===== config.mk =====
export PLATFORM = sky130hd
export DESIGN_NAME = id_ex_fwd_stage
export DESIGN_NICKNAME = d
export VERILOG_FILES = /design/src/rtl/id_ex_fwd_stage.sv
export SDC_FILE = /design/constraint.sdc
export NUM_CORES = 1
export LEC_CHECK = 0
export CAP_MARGIN = 20
export CELL_PAD_IN_SITES_DETAIL_PLACEMENT = 1
export CELL_PAD_IN_SITES_GLOBAL_PLACEMENT = 1
export CORE_MARGIN = 2
export CORE_UTILIZATION = 27
export DETAILED_ROUTE_END_ITERATION = 8
export GPL_ROUTABILITY_DRIVEN = 0
export PLACE_DENSITY = 0.86
export SLEW_MARGIN = 5
export SYNTH_ARGS = -nofsm -noshare
export SYNTH_HDL_FRONTEND = slang
export SYNTH_SLANG_ARGS = --single-unit

===== constraint.sdc =====
create_clock -name clk -period 2.5 [get_ports clk]
set_input_delay 0.625 -clock clk [delete_from_list [all_inputs] [get_ports clk]]
set_output_delay 0.625 -clock clk [all_outputs]
set_load 0.02 [all_outputs]

===== src/rtl/id_ex_fwd_stage.sv =====
// ID/EX pipeline register with load-use hazard detection, one-bubble stall
// insertion, EX operand-mux forwarding selects and a saturating stall counter.
// Select encoding: 00 = register data, 01 = EX/MEM result,
//                  10 = MEM/WB write-back data, 11 = ex_imm.
module id_ex_fwd_stage #(
  parameter int DATA_W = 32,
  parameter int REG_W  = 5,
  parameter int CNT_W  = 16
) (
  input  logic              clk,
  input  logic              rst_n,
  input  logic              id_valid,
  input  logic [REG_W-1:0]  id_rs,
  input  logic [REG_W-1:0]  id_rt,
  input  logic [REG_W-1:0]  id_rd,
  input  logic              id_uses_rt,
  input  logic [DATA_W-1:0] id_rs_data,
  input  logic [DATA_W-1:0] id_rt_data,
  input  logic [DATA_W-1:0] id_imm,
  input  logic              id_reg_write,
  input  logic              id_mem_read,
  input  logic              id_mem_write,
  input  logic              id_alu_src,
  input  logic              flush_i,
  input  logic              exmem_reg_write,
  input  logic [REG_W-1:0]  exmem_rd,
  input  logic              memwb_reg_write,
  input  logic [REG_W-1:0]  memwb_rd,
  output logic              stall_o,
  output logic              ex_valid,
  output logic              ex_reg_write,
  output logic              ex_mem_read,
  output logic              ex_mem_write,
  output logic              ex_alu_src,
  output logic [REG_W-1:0]  ex_rs,
  output logic [REG_W-1:0]  ex_rt,
  output logic [REG_W-1:0]  ex_rd,
  output logic [DATA_W-1:0] ex_rs_data,
  output logic [DATA_W-1:0] ex_rt_data,
  output logic [DATA_W-1:0] ex_imm,
  output logic [1:0]        fwd_a_sel,
  output logic [1:0]        fwd_b_sel,
  output logic [1:0]        fwd_st_sel,
  output logic [CNT_W-1:0]  stall_count
);

  localparam logic [REG_W-1:0]  REG_ZERO  = {REG_W{1'b0}};
  localparam logic [DATA_W-1:0] DATA_ZERO = {DATA_W{1'b0}};
  localparam logic [CNT_W-1:0]  CNT_MAX   = {CNT_W{1'b1}};
  localparam logic [CNT_W-1:0]  CNT_ONE   = {{(CNT_W-1){1'b0}}, 1'b1};

  logic              ex_valid_q,     ex_valid_d;
  logic              ex_reg_write_q, ex_reg_write_d;
  logic              ex_mem_read_q,  ex_mem_read_d;
  logic              ex_mem_write_q, ex_mem_write_d;
  logic              ex_alu_src_q,   ex_alu_src_d;
  logic [REG_W-1:0]  ex_rs_q,        ex_rs_d;
  logic [REG_W-1:0]  ex_rt_q,        ex_rt_d;
  logic [REG_W-1:0]  ex_rd_q,        ex_rd_d;
  logic [DATA_W-1:0] ex_rs_data_q,   ex_rs_data_d;
  logic [DATA_W-1:0] ex_rt_data_q,   ex_rt_data_d;
  logic [DATA_W-1:0] ex_imm_q,       ex_imm_d;
  logic [CNT_W-1:0]  stall_count_q,  stall_count_d;

  logic       haz_s;
  logic       stall_s;
  logic [1:0] fwd_a_s;
  logic [1:0] fwd_b_s;
  logic [1:0] fwd_st_s;

  // Newest producer wins: EX/MEM is checked before MEM/WB; $0 never forwards.
  function automatic logic [1:0] fwd_code(
    input logic [REG_W-1:0] r,
    input logic             mem_we,
    input logic [REG_W-1:0] mem_rd,
    input logic             wb_we,
    input logic [REG_W-1:0] wb_rd
  );
    logic [1:0] code;
    if (mem_we && (mem_rd != REG_ZERO) && (mem_rd == r)) begin
      code = 2'b01;
    end else if (wb_we && (wb_rd != REG_ZERO) && (wb_rd == r)) begin
      code = 2'b10;
    end else begin
      code = 2'b00;
    end
    return code;
  endfunction

  // Load-use detection: a load in EX whose result the ID instruction needs now.
  always_comb begin
    haz_s = 1'b0;
    if (ex_valid_q && ex_mem_read_q && (ex_rd_q != REG_ZERO) && id_valid) begin
      haz_s = (ex_rd_q == id_rs) || (id_uses_rt && (ex_rd_q == id_rt));
    end else begin
      haz_s = 1'b0;
    end
    // A flush kills the dependent instruction anyway, so no stall is needed.
    stall_s = haz_s && !flush_i;
  end

  // Next ID/EX contents: bubble on flush or stall, otherwise capture decode.
  always_comb begin
    ex_valid_d     = 1'b0;
    ex_reg_write_d = 1'b0;
    ex_mem_read_d  = 1'b0;
    ex_mem_write_d = 1'b0;
    ex_alu_src_d   = 1'b0;
    ex_rs_d        = REG_ZERO;
    ex_rt_d        = REG_ZERO;
    ex_rd_d        = REG_ZERO;
    ex_rs_data_d   = DATA_ZERO;
    ex_rt_data_d   = DATA_ZERO;
    ex_imm_d       = DATA_ZERO;
    if (flush_i || stall_s) begin
      ex_valid_d = 1'b0;
    end else begin
      ex_valid_d     = id_valid;
      ex_reg_write_d = id_valid && id_reg_write;
      ex_mem_read_d  = id_valid && id_mem_read;
      ex_mem_write_d = id_valid && id_mem_write;
      ex_alu_src_d   = id_valid && id_alu_src;
      ex_rs_d        = id_rs;
      ex_rt_d        = id_rt;
      ex_rd_d        = id_rd;
      ex_rs_data_d   = id_rs_data;
      ex_rt_data_d   = id_rt_data;
      ex_imm_d       = id_imm;
    end
  end

  // Stall counter sticks at all-ones instead of wrapping.
  always_comb begin
    stall_count_d = stall_count_q;
    if (stall_s && (stall_count_q != CNT_MAX)) begin
      stall_count_d = stall_count_q + CNT_ONE;
    end else begin
      stall_count_d = stall_count_q;
    end
  end

  // Operand-mux selects from the registered sources and live downstream stages.
  always_comb begin
    fwd_a_s  = 2'b00;
    fwd_b_s  = 2'b00;
    fwd_st_s = 2'b00;
    if (ex_valid_q) begin
      fwd_a_s  = fwd_code(ex_rs_q, exmem_reg_write, exmem_rd, memwb_reg_write, memwb_rd);
      fwd_st_s = fwd_code(ex_rt_q, exmem_reg_write, exmem_rd, memwb_reg_write, memwb_rd);
      fwd_b_s  = ex_alu_src_q ? 2'b11 : fwd_st_s;
    end else begin
      fwd_a_s  = 2'b00;
      fwd_b_s  = 2'b00;
      fwd_st_s = 2'b00;
    end
  end

  // Pipeline register and counter state with synchronous active-low reset.
  always_ff @(posedge clk) begin
    if (!rst_n) begin
      ex_valid_q     <= 1'b0;
      ex_reg_write_q <= 1'b0;
      ex_mem_read_q  <= 1'b0;
      ex_mem_write_q <= 1'b0;
      ex_alu_src_q   <= 1'b0;
      ex_rs_q        <= REG_ZERO;
      ex_rt_q        <= REG_ZERO;
      ex_rd_q        <= REG_ZERO;
      ex_rs_data_q   <= DATA_ZERO;
      ex_rt_data_q   <= DATA_ZERO;
      ex_imm_q       <= DATA_ZERO;
      stall_count_q  <= {CNT_W{1'b0}};
    end else begin
      ex_valid_q     <= ex_valid_d;
      ex_reg_write_q <= ex_reg_write_d;
      ex_mem_read_q  <= ex_mem_read_d;
      ex_mem_write_q <= ex_mem_write_d;
      ex_alu_src_q   <= ex_alu_src_d;
      ex_rs_q        <= ex_rs_d;
      ex_rt_q        <= ex_rt_d;
      ex_rd_q        <= ex_rd_d;
      ex_rs_data_q   <= ex_rs_data_d;
      ex_rt_data_q   <= ex_rt_data_d;
      ex_imm_q       <= ex_imm_d;
      stall_count_q  <= stall_count_d;
    end
  end

  assign stall_o      = stall_s;
  assign ex_valid     = ex_valid_q;
  assign ex_reg_write = ex_reg_write_q;
  assign ex_mem_read  = ex_mem_read_q;
  assign ex_mem_write = ex_mem_write_q;
  assign ex_alu_src   = ex_alu_src_q;
  assign ex_rs        = ex_rs_q;
  assign ex_rt        = ex_rt_q;
  assign ex_rd        = ex_rd_q;
  assign ex_rs_data   = ex_rs_data_q;
  assign ex_rt_data   = ex_rt_data_q;
  assign ex_imm       = ex_imm_q;
  assign fwd_a_sel    = fwd_a_s;
  assign fwd_b_sel    = fwd_b_s;
  assign fwd_st_sel   = fwd_st_s;
  assign stall_count  = stall_count_q;

endmodule


==> flow_summary.json <==
{
  "power_leakage_uw": 0.00325,
  "chipWidth_um": 132,
  "i_o_pin_count": 271,
  "grt_overflow_total": 0,
  "worstPathRequired_ps": 1880,
  "floorplan.die_area_mm2": 0.0175,
  "dr_total_vias": 4214,
  "seq_area_frac_synth_pct": 59.6,
  "violations": "negative setup slack",
  "power.density_mw_per_mm2": 635,
  "clock_input_transition_at_the_sequential_cells_of_the_worst_setup_and_hold_paths_ps": 60,
  "area_growth_pct": 89.1,
  "synth_cell_types": 42,
  "fin_util_pct": 52.6,
  "ys_async_sr_fraction_pct": 0,
  "seq_power_share_pct": 41.6,
  "std_cell_rows": 46,
  "worst_case_headroom_to_the_max_slew_limit_pct": 41.4,
  "setup_total_negative_slack_ps": -742,
  "hold-worst-slack_ps": 512,
  "num-nets-final": 858,
  "worst_setup_path_endpoint": "fwd_b_sel[1]",
  "timing.critical_path.to_type": "output pin",
  "post_detailed_placement_half_perimeter_wirelength_mm": 13.2,
  "cts.sink_count": 132,
  "setup_viol": 6,
  "netlist_area_mm2": 0.00443,
  "ant_nets": 0,
  "synth-edff-count": 0,
  "postRouteWirelength_mm": 17.3,
  "detail_route.wl_per_cell_um": 18.2,
  "reg2reg_depth": 7,
  "synth_commonest_cells": "dfxtp_1 (132), and2_1 (114), xnor2_1 (16)",
  "mappedNetlistNets": 542,
  "worstPathMaxFanout": 2,
  "layout_worst_path_cycle_share_pct": 106,
  "cts_buffer_depth": 2,
  "vdd_drop_max_v": 0.000405,
  "power_uw": 5320,
  "numCtsBuffers": 17,
  "yosys.area.top_type": "dfxtp_1",
  "worst-endpoint-arrival_ps": 2020,
  "netlist.area_leader.share_pct": 59.6,
  "maxCapViolCount": 0,
  "rr_startpoint": "stall_count[0]",
  "clock_latency_ps": 420,
  "worst_r2r_endpoint": "stall_count[0]",
  "synth_top_flop_cell": "dfxtp_1",
  "floorplan.initialDensity_pct": 27.8,
  "synthTopCellsByArea": "dfxtp_1 (60%), and2_1 (16%), xnor2_1 (3.2%), xor2_1 (2.8%), or4_1 (2.2%)",
  "cts_tree": "done",
  "instance_area_at_placement_mm2": 0.00768,
  "grt_pass1_wl_mm": 26.2,
  "worst_setup_path_startpoint": "exmem_rd[4]",
  "final.setup.worst_slack_ps": -149,
  "internal_power_uw": 4040,
  "layout-drive-gt1-share_pct": 16.0,
  "fmax_mhz": 377,
  "postSynthRegisterBits": 132,
  "setup.worst_path.start_class": "input pin",
  "report.final.hold_viol_count": 0,
  "maximum_number_of_pins_on_one_net_before_global_route_repair": 78,
  "finish.instance_area_mm2": 0.00838,
  "outcome": "finished with violations",
  "p_sw_share_pct": 24.1,
  "grt_pass1_vias": 4725,
  "drt_drc_violations_left": 0,
  "timing.final.max_slew_violations": 0,
  "hold_path_class": "register to register",
  "min_period_ps": 2650,
  "power.net_switching_uw": 1280,
  "grt_util_all_layers_pct": 19.6,
  "fin_skew_ps": 9.47,
  "grt_setup_unrepaired": "true",
  "p_comb_share_pct": 12.8,
  "netlist_instances": 409,
  "r2r_setup_slack_ps": 200,
  "synth_area_per_cell_um2": 10.8,
  "htree_levels": 4,
  "die_height_um": 132,
  "grt_antenna_before_repair": 1,
  "pwr-share-clk_pct": 45.7,
  "core_mm2": 0.0159,
  "violation_count_after_the_first_detailed_routing_iteration": 108,
  "drt-vias-per-instance": 4.41,
  "yosys.cell_count.top_type": "dfxtp_1",
  "crit_type": "input pin to output pin",
  "worst-slew-pin-transition_ps": 869,
  "portBuffers": 270,
  "synth-warning-count": 0,
  "drt_pre_antenna_iters": 4,
  "root_buffer": "clkbuf_16"
}
-- metal layers --
metal / GRT usage, % / up-vias / part of all wire (%)
met2: 38.2 / 167 / 56
met5: 0 / - / 0
met3: 5.57 / 37 / 6.3
met4: 9.84 / 0 / 3.0
li1: - / 2009 / -
met1: 18.5 / 2001 / 34
-- final cells by class --
class,count,area (µm²)
fillers,1738,7560
repair buffers,316,3040
flip-flops and latches,132,2640
multi-input cells,254,1830
clock buffers,20,467
well taps,216,270
clock inverters,12,116
inverters,4,15.0
diodes,1,2.50
-- how the worst min path moves through the flow --
stage | from | endpoint | slack [ps] | depth (start not counted)
6_report | stall_count[9] | stall_count[9] | 510 | 2
5_1_grt | stall_count[15] | stall_count[15] | 520 | 2
4_1_cts | stall_count[15] | stall_count[15] | 510 | 2
3_5_place_dp | stall_count[15] | stall_count[15] | 500 | 2
3_3_place_gp | stall_count[15] | stall_count[15] | 480 | 2
2_1_floorplan | stall_count[9] | stall_count[9] | 560 | 2
-- registers in the layout, summed over array words and instances, names as in the netlist --
name and cells:
ex_alu_src 1, ex_imm 32, ex_mem_read 1, ex_mem_write 1, ex_rd 5, ex_reg_write 1
ex_rs 5, ex_rs_data 32, ex_rt 5, ex_rt_data 32, ex_valid 1, stall_count 16
-- through the flow --
| step | instances | setup slack, ps |
|---|---|---|
| finish | 955 | -149 |
| global route | 955 | -185 |
| CTS | 951 | -144 |
| detailed placement | 916 | -1030 |
| global placement | 916 | -960 |
| floorplan | 409 | -128 |
-- worst max-delay path, stage by stage --
cell and delay (ps):
buf_6 90, or4_4 540, o21ai_4 200, nor4_4 80, nor4_4 230, a21o_1 140
buf_6 110
-- power groups by stage --
stage	clock network, µW	logic, µW	registers [µW]
after floorplan	0	124	2350
after global placement	0	640	2250
after detailed placement	0	663	2260
after CTS	2500	677	2210
after global routing	2590	719	2220
final	2430	680	2210
-- layout by cell type (no fill, tap or decap), drive strengths merged, types with 2 or more instances in the layout --
cell	n
clkdlybuf4s50	245
dfxtp	132
and2	114
buf	58
clkbuf	23
xnor2	16
xor2	14
or4	14
o31ai	12
a21oi	12
nand2	11
nand3	10
dlygate4sd2	9
inv	9
nand4	7
nor2	7
and3	5
nor4	5
nor3	4
clkinv	4
o211ai	3
o311ai	2
nand2b	2
clkinvlp	2
o21ai	2
o2111ai	2
-- logic make-up (layout without fill, tap and decap cells) --
logic type,count (synthesis),after routing,synth area share [%]
buf+inv,23,352,2.54
compound gates,40,40,6.49
mux,1,1,0.226
other cells,0,1,0
simple gates,182,182,24.9
fa+ha+maj,1,1,0.282
flops,132,132,59.6
xor+xnor,30,30,5.93
-- what timing repair did --
item,CTS,global route
cloned,0,0
resized for setup,87,15
buffers inserted,3,3
endpoints found under the setup margin,7,15
pin swaps,17,6
hold buffers,0,0
Power figures use the tool's default switching activity.
